<file path="src/rtl/uart_tx_pkg.sv">
// uart_tx_pkg
// Shared definitions for the parametrised UART transmitter:
//   - FSM state encoding (enum for readability, plain 3-bit constants for the FSM)
//   - parity type encoding
//   - frame_len(): cycles a frame occupies the line, used by checkers/scoreboards
package uart_tx_pkg;

    typedef enum logic [2:0] {
        IDLE   = 3'd0,
        START  = 3'd1,
        DATA   = 3'd2,
        PARITY = 3'd3,
        STOP   = 3'd4
    } tx_state_e;

    localparam logic [2:0] ST_IDLE   = 3'd0;
    localparam logic [2:0] ST_START  = 3'd1;
    localparam logic [2:0] ST_DATA   = 3'd2;
    localparam logic [2:0] ST_PARITY = 3'd3;
    localparam logic [2:0] ST_STOP   = 3'd4;

    localparam logic PAR_EVEN = 1'b0;
    localparam logic PAR_ODD  = 1'b1;

    // Start + data + optional parity + one or two stop bits, in clk cycles.
    function automatic int unsigned frame_len(input int unsigned data_w,
                                              input int unsigned clks_per_bit,
                                              input logic        par_en,
                                              input logic        stop2);
        return (32'd2 + data_w + {31'd0, par_en} + {31'd0, stop2}) * clks_per_bit;
    endfunction

endpackage

</file>
<file path="src/rtl/uart_tx_fifo.sv">
// uart_tx_fifo
// Synchronous single-clock FIFO queueing words (data + framing config) ahead
// of the serializer. Read data is the current head (show-ahead), so the
// consumer samples rd_data in the same cycle it asserts rd_en.
// Ports:
//   clk, reset      rising-edge clock, synchronous active-high reset
//   wr_en, wr_data  push (ignored when full)
//   rd_en, rd_data  pop (ignored when empty); rd_data is the head word
//   full, empty     occupancy flags
//   count           words stored, 0..DEPTH
module uart_tx_fifo
    import uart_tx_pkg::*;
#(
    parameter int W     = 11,
    parameter int DEPTH = 4,
    parameter int CNT_W = $clog2(DEPTH) + 1
) (
    input  logic             clk,
    input  logic             reset,
    input  logic             wr_en,
    input  logic [W-1:0]     wr_data,
    input  logic             rd_en,
    output logic [W-1:0]     rd_data,
    output logic             full,
    output logic             empty,
    output logic [CNT_W-1:0] count
);

    localparam int PW = $clog2(DEPTH);

    logic [W-1:0]  mem [DEPTH];
    logic [PW-1:0] wr_ptr;
    logic [PW-1:0] rd_ptr;
    logic          do_wr;
    logic          do_rd;

    assign full  = (count == CNT_W'(DEPTH));
    assign empty = (count == '0);
    assign do_wr = wr_en && !full;
    assign do_rd = rd_en && !empty;

    assign rd_data = mem[rd_ptr];

    // Storage needs no reset: count gates every read.
    always_ff @(posedge clk) begin
        if (do_wr) mem[wr_ptr] <= wr_data;
    end

    // DEPTH is a power of two, so pointers wrap by natural overflow; the
    // count (one bit wider than the pointers) tells full from empty.
    always_ff @(posedge clk) begin
        if (reset) begin
            wr_ptr <= '0;
            rd_ptr <= '0;
            count  <= '0;
        end else begin
            if (do_wr) wr_ptr <= wr_ptr + 1'b1;
            if (do_rd) rd_ptr <= rd_ptr + 1'b1;
            case ({do_wr, do_rd})
                2'b10:   count <= count + 1'b1;
                2'b01:   count <= count - 1'b1;
                default: count <= count;
            endcase
        end
    end

endmodule

</file>
<file path="src/rtl/uart_tx_param.sv">
// uart_tx_param
// Buffered, parametrised UART transmitter. Words are queued together with
// their own framing (parity enable/type, stop-bit count) and sent LSB first.
// Ports:
//   clk, reset   rising-edge clock, synchronous active-high reset
//   DATA_VALID   producer offers {STOP2, PAR_TYP, PAR_EN, P_DATA}
//   DATA_READY   queue not full; write happens on DATA_VALID && DATA_READY
//   FIFO_COUNT   words waiting (frame on the line not included)
//   TX_OUT       serial line, idle high
//   Busy         a frame is on the line
// DATA_W legal 5..9, CLKS_PER_BIT >= 1, FIFO_DEPTH power of two >= 2.
module uart_tx_param
    import uart_tx_pkg::*;
#(
    parameter int DATA_W       = 8,
    parameter int CLKS_PER_BIT = 16,
    parameter int FIFO_DEPTH   = 4
) (
    input  logic                          clk,
    input  logic                          reset,
    input  logic                          DATA_VALID,
    input  logic [DATA_W-1:0]             P_DATA,
    input  logic                          PAR_EN,
    input  logic                          PAR_TYP,
    input  logic                          STOP2,
    output logic                          DATA_READY,
    output logic [$clog2(FIFO_DEPTH):0]   FIFO_COUNT,
    output logic                          TX_OUT,
    output logic                          Busy
);

    localparam int FW = DATA_W + 3;
    localparam int CW = (CLKS_PER_BIT > 1) ? $clog2(CLKS_PER_BIT) : 1;
    localparam logic [CW-1:0] CLK_LAST  = CW'(CLKS_PER_BIT - 1);
    localparam logic [3:0]    DATA_LAST = 4'(DATA_W - 1);

    // FIFO word layout: {stop2, par_typ, par_en, data}
    logic [FW-1:0]     fifo_wdata;
    logic [FW-1:0]     fifo_rdata;
    logic              fifo_full;
    logic              fifo_empty;
    logic              pop;

    logic [DATA_W-1:0] head_data;
    logic              head_pen;
    logic              head_typ;
    logic              head_stop2;

    logic [2:0]        state;
    logic [CW-1:0]     clk_cnt;
    logic [3:0]        bit_cnt;
    logic [DATA_W-1:0] shreg;
    logic              par_bit;
    logic              cfg_pen;
    logic              cfg_stop2;

    logic              bit_done;
    logic              stop_done;

    assign fifo_wdata = {STOP2, PAR_TYP, PAR_EN, P_DATA};

    uart_tx_fifo #(
        .W     (FW),
        .DEPTH (FIFO_DEPTH)
    ) u_fifo (
        .clk     (clk),
        .reset   (reset),
        .wr_en   (DATA_VALID),
        .wr_data (fifo_wdata),
        .rd_en   (pop),
        .rd_data (fifo_rdata),
        .full    (fifo_full),
        .empty   (fifo_empty),
        .count   (FIFO_COUNT)
    );

    // Ready reflects the registered full flag, so a pop in a full cycle only
    // frees a slot from the next cycle on.
    assign DATA_READY = !fifo_full;

    assign head_data  = fifo_rdata[DATA_W-1:0];
    assign head_pen   = fifo_rdata[DATA_W];
    assign head_typ   = fifo_rdata[DATA_W+1];
    assign head_stop2 = fifo_rdata[DATA_W+2];

    assign bit_done  = (clk_cnt == CLK_LAST);
    // Last cycle of the last stop bit: bit_cnt counts stop bits 0 (and 1).
    assign stop_done = (state == ST_STOP) && bit_done &&
                       (bit_cnt == {3'b000, cfg_stop2});
    // Popping at stop_done chains frames with no idle cycle in between.
    assign pop = !fifo_empty && ((state == ST_IDLE) || stop_done);

    always_ff @(posedge clk) begin
        if (reset) begin
            state     <= ST_IDLE;
            clk_cnt   <= '0;
            bit_cnt   <= '0;
            shreg     <= '0;
            par_bit   <= 1'b0;
            cfg_pen   <= 1'b0;
            cfg_stop2 <= 1'b0;
        end else begin
            // Parity is computed from the whole word at load time, since the
            // shift register is consumed while the data bits go out.
            if (pop) begin
                shreg     <= head_data;
                par_bit   <= (^head_data) ^ (head_typ == PAR_ODD);
                cfg_pen   <= head_pen;
                cfg_stop2 <= head_stop2;
            end

            case (state)
                ST_IDLE: begin
                    if (pop) begin
                        state   <= ST_START;
                        clk_cnt <= '0;
                        bit_cnt <= '0;
                    end
                end

                ST_START: begin
                    if (bit_done) begin
                        state   <= ST_DATA;
                        clk_cnt <= '0;
                        bit_cnt <= '0;
                    end else begin
                        clk_cnt <= clk_cnt + 1'b1;
                    end
                end

                ST_DATA: begin
                    if (bit_done) begin
                        clk_cnt <= '0;
                        shreg   <= shreg >> 1;
                        if (bit_cnt == DATA_LAST) begin
                            state   <= cfg_pen ? ST_PARITY : ST_STOP;
                            bit_cnt <= '0;
                        end else begin
                            bit_cnt <= bit_cnt + 1'b1;
                        end
                    end else begin
                        clk_cnt <= clk_cnt + 1'b1;
                    end
                end

                ST_PARITY: begin
                    if (bit_done) begin
                        state   <= ST_STOP;
                        clk_cnt <= '0;
                        bit_cnt <= '0;
                    end else begin
                        clk_cnt <= clk_cnt + 1'b1;
                    end
                end

                ST_STOP: begin
                    if (bit_done) begin
                        clk_cnt <= '0;
                        if (stop_done) begin
                            state   <= fifo_empty ? ST_IDLE : ST_START;
                            bit_cnt <= '0;
                        end else begin
                            bit_cnt <= bit_cnt + 1'b1;
                        end
                    end else begin
                        clk_cnt <= clk_cnt + 1'b1;
                    end
                end

                default: begin
                    state   <= ST_IDLE;
                    clk_cnt <= '0;
                    bit_cnt <= '0;
                end
            endcase
        end
    end

    always_comb begin
        TX_OUT = 1'b1;
        case (state)
            ST_START:  TX_OUT = 1'b0;
            ST_DATA:   TX_OUT = shreg[0];
            ST_PARITY: TX_OUT = par_bit;
            default:   TX_OUT = 1'b1;
        endcase
    end

    assign Busy = (state != ST_IDLE);

endmodule

</file>
<file path="config.mk">
export PLATFORM = sky130hd
export DESIGN_NAME = uart_tx_param
export DESIGN_NICKNAME = d
export VERILOG_FILES = /design/src/rtl/uart_tx_pkg.sv /design/src/rtl/uart_tx_fifo.sv /design/src/rtl/uart_tx_param.sv
export SDC_FILE = /design/constraint.sdc
export NUM_CORES = 1
export LEC_CHECK = 0
export CORE_MARGIN = 3
export CORE_UTILIZATION = 56
export CTS_BUF_LIST = sky130_fd_sc_hd__clkbuf_4 sky130_fd_sc_hd__clkbuf_8
export CTS_CLUSTER_SIZE = 12
export DETAILED_ROUTE_END_ITERATION = 8
export PLACE_DENSITY = 0.85
export SYNTH_ARGS = -nofsm -noshare
export SYNTH_HDL_FRONTEND = slang
export SYNTH_SLANG_ARGS = --single-unit
</file>
<file path="constraint.sdc">
create_clock -name clk -period 5 [get_ports clk]
set_clock_uncertainty 0.05 [all_clocks]
set_input_delay 0.5 -clock clk [delete_from_list [all_inputs] [get_ports clk]]
set_output_delay 0.5 -clock clk [all_outputs]
set_load 0.03 [all_outputs]
</file>
==> run_results.csv <==
group,metric,value,unit
outcome,outcome,"complete, no violations",
clock_network,clk_path_buf_depth,2,
synth,postSynth.asyncResetShare,0,%
power_and_ir_drop,ir_worst_vdd,0.319,mV
worst_setup_path,path_cells,"nor4b_1 > nand4_1 > a21oi_2 > buf_4 > ha_1 > inv_1 > fa_1 > xor2_1 > or3_1 > a21oi_1",
clock_network,numCtsBuffers,9,
synth,ys_dominant_reg_cell,"edfxtp_1",
layout,finalNonFillerCells,348,
grt,grt_pass1_wl,9840,um
routing,drtIter0Drc,220,
sta,final_max_slew_viol_count,0,
clock_network,htreeDepth,3,
synth,synthMuxAreaShare,11.4,%
worst_setup_path,end_kind,"register",
floorplan,chipWidth,82.8,um
layout,layout-drive-gt1-share,8.70,%
clock_network,cts_sinks,75,
floorplan,ioPinCount,20,
clock_network,cts_resized,0,
power_and_ir_drop,p_per_area,553,nW/um2
worst_setup_path,worstRegToRegCells,10,
sta,hold_viol_final,0,
place,dp_slack,2.29,ns
synth,synth-seq-cells,75,
worst_setup_path,r2r_start,"state[2]",
synth,mappedNetlistArea,3310,um2
grt,antenna_found_initial,0,
synth,synth_cells,250,
grt,grt.overflow.total,0,
synth,ys_types,47,
clock_network,cts_setup_buffers,0,
synth,synth_xor_xnor_area_share,4.65,%
clock_network,cts_tree,"done",
synth,synth_top_area_cell,"edfxtp_1",
sta,fmax,365,MHz
place,numPortBuffers,19,
synth,synth_top_family_by_area,"simple AND/OR/NAND/NOR gates",
worst_setup_path,cp_max_fo,17,
synth,synth_area_per_cell,13.2,um2
worst_setup_path,cp_slowest_stage_delay,0.47,ns
place,finalWeightedCongestion,0.786,
sta,fin_crit_sh,54.9,%
place,place_inst,332,
synth,synth-adder-area-share,3.25,%
routing,via_count,2031,
grt,grt_pass1_vias,2083,
place,dp.final_hpwl,3710,um
floorplan,row_count,27,
worst_hold_path,min_to,"shreg[1]",
worst_setup_path,path_class,"register to register",
layout,syn2layout_area_growth,13.7,%
routing,ant_nets,0,
routing,wl,5620,um
layout,n_antenna_cell,0,
clock_network,clk-insertion-delay-late,0.34,ns
synth,synth_nets,272,
synth,synth.top_cell.area_share,40.0,%
worst_setup_path,arrival,2.97,ns
grt,grt_usage,18.0,%
synth,synth_area_leaders,"edfxtp_1 (40%), dfxtp_1 (19%), mux4_1 (6.4%), mux2i_1 (3.0%), ha_1 (2.6%)",
sta,setup_violations,0,
synth,synth_compound_area_share,7.53,%
worst_hold_path,hold_depth,2,
worst_hold_path,hold_class,"register to register",
routing,wire_per_inst,16.1,um
clock_network,path_clk_slew,0.07,ns
sta,slew_headroom,59.8,%
routing,avgViaCountPerCell,5.84,
floorplan,core,5610,um2
worst_setup_path,start_kind,"register",
synth,synth-seq-area-share,58.7,%
grt,grt_start_max_net_pins,33,
sta,fin_ws,2.26,ns
sta,holdWs,0.454,ns
layout,stdcell_area,3760,um2
sta,rsz0062_at_grt,"false",
worst_setup_path,rrSetupSlack,2.26,ns
sta,worstMarginPinSlew,0.602,ns
floorplan,start_util,59.0,%
worst_setup_path,r2r_end,"u_fifo.count[2]",
clock_network,clock-root-buffer,"clkbuf_8",
layout,fin_nets,293,
place,dpl-instance-area,3550,um2
run,drv_cap,0,
sta,post-route-min-period,2.74,ns
clock_network,hold_buffers,0,
synth,synth_edf_count,44,
power_and_ir_drop,p_leak,1.32,nW
worst_setup_path,critical-path-slowest-cell,"dfxtp_1",
synth,synth_simple_gate_area_share,11.8,%
worst_setup_path,critPathRequiredTime,5.22,ns
worst_hold_path,min_from,"shreg[2]",
floorplan,dieArea,6860,um2
routing,firstDrtPassIters,4,
floorplan,die_h,82.8,um
routing,drc,0,
sta,setup_tns,0,ns
synth,ys_warn_count,0,
==> routing by layer <==
| layer | track usage (%) | routed length, um |
|---|---|---|
| met2 | 28.7 | 2770 |
| met3 | 3.87 | 194 |
| met1 | 23.3 | 2560 |
| met5 | 0 | 0 |
| met4 | 9.06 | 91 |
==> cell usage after synthesis (5+ instances only) <==
| cell type | count |
|---|---|
| xnor2_1 | 7 |
| mux2i_1 | 10 |
| inv_1 | 8 |
| nand2_1 | 13 |
| edfxtp_1 | 44 |
| mux4_1 | 8 |
| dfxtp_1 | 31 |
| clkbuf_1 | 6 |
| and3_1 | 5 |
| ha_1 | 7 |
| nor3b_1 | 5 |
| nand3_1 | 11 |
| a21oi_1 | 15 |
| nor2_1 | 23 |
| o21ai_0 | 7 |
| a211oi_1 | 7 |
==> where the power goes <==
part           switching, mW  internal [mW]  total, mW
Sequential            0.0899          0.759      0.849
Combinational          0.369          0.368      0.737
Clock                  0.212          0.282      0.494
==> final cells by class <==
type	count	area, um2
Timing Repair Buffer	21	205
Fill cell	433	1850
Inverter	8	30.0
Multi-Input combinational cell	156	1280
Tap cell	72	90.1
Clock inverter	6	80.1
Clock buffer	10	131
Sequential cell	75	1940
==> flip-flops by register name, summed over array words and instances (netlist names), named ones only <==
signal,count
u_fifo.mem,44
shreg,8
bit_cnt,4
clk_cnt,4
state,3
u_fifo.count,3
u_fifo.rd_ptr,2
u_fifo.wr_ptr,2
cfg_pen,1
cfg_stop2,1
par_bit,1
==> worst max-delay path, delay by kind of cell, from the launching register on <==
family	cells	cell delay, ns
adders and majority gates	2	0.59
and+or+nand+nor	3	0.80
AOI/OAI and AO/OA	2	0.29
xor gates and xnor gates	1	0.16
buffers and inverters	2	0.33
DFF	1	0.47
==> worst max path at each step <==
stage | from | to | slack [ns]
after global placement | clk_cnt[0] | u_fifo.count[2] | 2.33
final | state[2] | u_fifo.count[2] | 2.26
after floorplan | state[1] | u_fifo.count[2] | 2.12
after detailed placement | clk_cnt[0] | u_fifo.count[2] | 2.29
after global routing | state[2] | u_fifo.count[2] | 1.96
after CTS | clk_cnt[0] | u_fifo.count[2] | 2.25
==> metrics by stage <==
| step | utilization (%) | power (mW) |
|---|---|---|
| detailed placement | 63.3 | 1.60 |
| global route | 67.0 | 2.21 |
| finish | 67.0 | 2.08 |
| CTS | 67.0 | 2.09 |
| global placement | 63.3 | 1.58 |
| floorplan | - | 1.44 |
==> cells in the final DEF, fill, tap and decap left out, drive strengths merged, types with 2 or more instances in the layout <==
master and count:
inv 8, a211oi 7, nor3 2, and3 5, nand2b 2, buf 2
edfxtp 44, dfxtp 31, nor2b 2, xor2 3, nor2 23, mux4 11
clkbuf 10, bufinv 2, nor3b 5, xnor2 9, clkdlybuf4s50 19, nand2 13
nand3b 2, a21oi 16, or3 3, a221o 2, clkinv 3, mux2i 10
a211o 2, nand3 11, ha 7, o21ai 7
==> logic make-up after synthesis <==
| logic type | count (synthesis) |
|---|---|
| multiplexers | 21 |
| flip-flops | 75 |
| AND/OR/NAND/NOR | 76 |
| XOR/XNOR | 13 |
| adder cells (fa/ha/maj) | 8 |
| buffers and inverters | 19 |
| AO/OA/AOI/OAI | 38 |
Note: power is estimated with default switching activity, not from simulation.
==> RTL edit (same settings) <==
Set the parameter `CLKS_PER_BIT` to 64 (it was 16).
--- a/src/rtl/uart_tx_param.sv
+++ b/src/rtl/uart_tx_param.sv
@@ -13,7 +13,7 @@
     import uart_tx_pkg::*;
 #(
     parameter int DATA_W       = 8,
-    parameter int CLKS_PER_BIT = 16,
+    parameter int CLKS_PER_BIT = 64,
     parameter int FIFO_DEPTH   = 4
 ) (
     input  logic                          clk,
Function: no difference found for any inputs over 10 cycles, from zero or initial values and one cycle with reset high; that may be too few to reach the edited logic, so the function may still have changed.
==> RTL edit against the original RTL <==
- critical path depth up 1
- sequential cell count increased by 2
- synthesized area rose by 1.4%
- cell count is 0.29% higher
- setup slack got worse by 0.54 ns
- combinational power is 13% higher
- sequential power increased by 3.8%
- wire length up 5.7%
- clock power shrank 6.1%
- design area rose by 0.43%
- global-route usage rose by 1.0 points
- utilization is 0.11 points lower
- maximum frequency fell by 16%
- total power increased by 4.9%
- highest routed layer unchanged
==> RTL edit: results (changes against the original RTL) <==
First-pass GRT wire length: 10200 microns (+3.6%)
M1 GR Usage: 0.224 (-0.00942)
M1 WL: 2580 microns (+0.74%)
Port bufs: 19 (unchanged)
Vias in the first global route: 2091 (+0.38%)
Max IR drop VDD: 0.343 mV (+7.5%)
RePlAce Congestion: 0.867 (+10%)
Distinct cell type count after synthesis: 43 (-8.5%)
Post-layout net count: 295 (+0.68%)
GRT Total Usage: 0.190 (+0.0103)
Layout Cells excl Fill: 349 (+0.29%)
Initial drt markers: 112 (-49%)
Arrival time at the worst endpoint: 3.50 ns (+0.53 ns)
Slew headroom: 0.244 (-0.355)
Vias: 2027 (-0.20%)
GR Layer Usage met2: 0.322 (+0.0350)
Met2 Wirelength: 3020 microns (+8.7%)
Reg2Reg Depth: 11 (+1)
WL final: 5940 microns (+5.7%)
DR WL met3: 241 microns (+24%)
Seq/Total Area, Yosys: 0.591 (+0.00383)
Setup WS pre-CTS: 1.73 ns (-0.553 ns)
Synth top area cells: edfxtp_1 (39%), dfxtp_1 (20%), mux4_1 (7.1%)
Status: complete, no violations
CP max FO: 13 (-4)
Synth cell count leaders: edfxtp_1 (44), dfxtp_1 (33), nor2_1 (25)
Regs by FF count: u_fifo.mem: 44 flops, shreg: 8 flops, clk_cnt: 6 flops
Met3 usage: 0.0724 (+0.0337)
Share of cells above drive strength 1: 0.0758 (-0.0111)
Syn nets: 275 (+1.1%)
Placed Area: 3580 sq um (+0.88%)
Dpl hpwl: 4020 microns (+8.5%)
Mapped Cells: 253 (+1.2%)
## RTL edit: cell count changes after synthesis, sizes merged, moves of 3 or more
cell	delta
a21oi	-6
nand4	+4
nand3	-7
nor3b	-3
xor2	+9
xnor2	-3
## RTL edit: worst paths after layout
kind	start	slack [ns]	to
worst max-delay path	bit_cnt[0]	1.72	u_fifo.count[2]
worst max register to register	bit_cnt[0]	1.72	u_fifo.count[2]
worst min register to register	bit_cnt[3]	0.44	bit_cnt[3]
worst min-delay path	bit_cnt[3]	0.44	bit_cnt[3]
## RTL edit: critical path, cell delays in order (launching register included)
cell and delay (ns):
dfxtp_1 0.36, xor2_1 0.17, or4_1 0.45, o21ai_0 0.36, nand3_2 0.43, inv_1 0.15
ha_1 0.19, inv_1 0.06, fa_1 0.38, xor2_1 0.15, or3_1 0.30, a21oi_1 0.14
## RTL edit: layout make-up
type / instances / area, sq um / share of cell area
Sequential cell: 77 / 1980 / 0.525
Multi-Input combinational cell: 156 / 1280 / 0.339
Timing Repair Buffer: 19 / 190 / 0.0504
Clock buffer: 9 / 124 / 0.0328
Tap cell: 72 / 90.1 / 0.0239
Clock inverter: 6 / 72.6 / 0.0192
Inverter: 10 / 37.5 / 0.00994
## RTL edit: report_power, final
group / leakage [nW] / switching (mW) / internal [mW] / total, mW
registers: 0.673 / 0.0979 / 0.783 / 0.881
clock network: 0.0963 / 0.231 / 0.233 / 0.464
logic: 0.634 / 0.437 / 0.399 / 0.836
total: 1.40 / 0.766 / 1.42 / 2.18
## RTL edit: cells by family (layout without fill, tap and decap cells)
logic type      Yosys count  in the layout  share of synthesized area
flops                    77             77                      0.591
mux                      23             23                      0.120
simple gates             71             71                      0.107
xor+xnor                 19             19                     0.0560
compound gates           35             35                     0.0668
fa+ha+maj                 8              8                     0.0321
buf+inv                  20             44                     0.0276
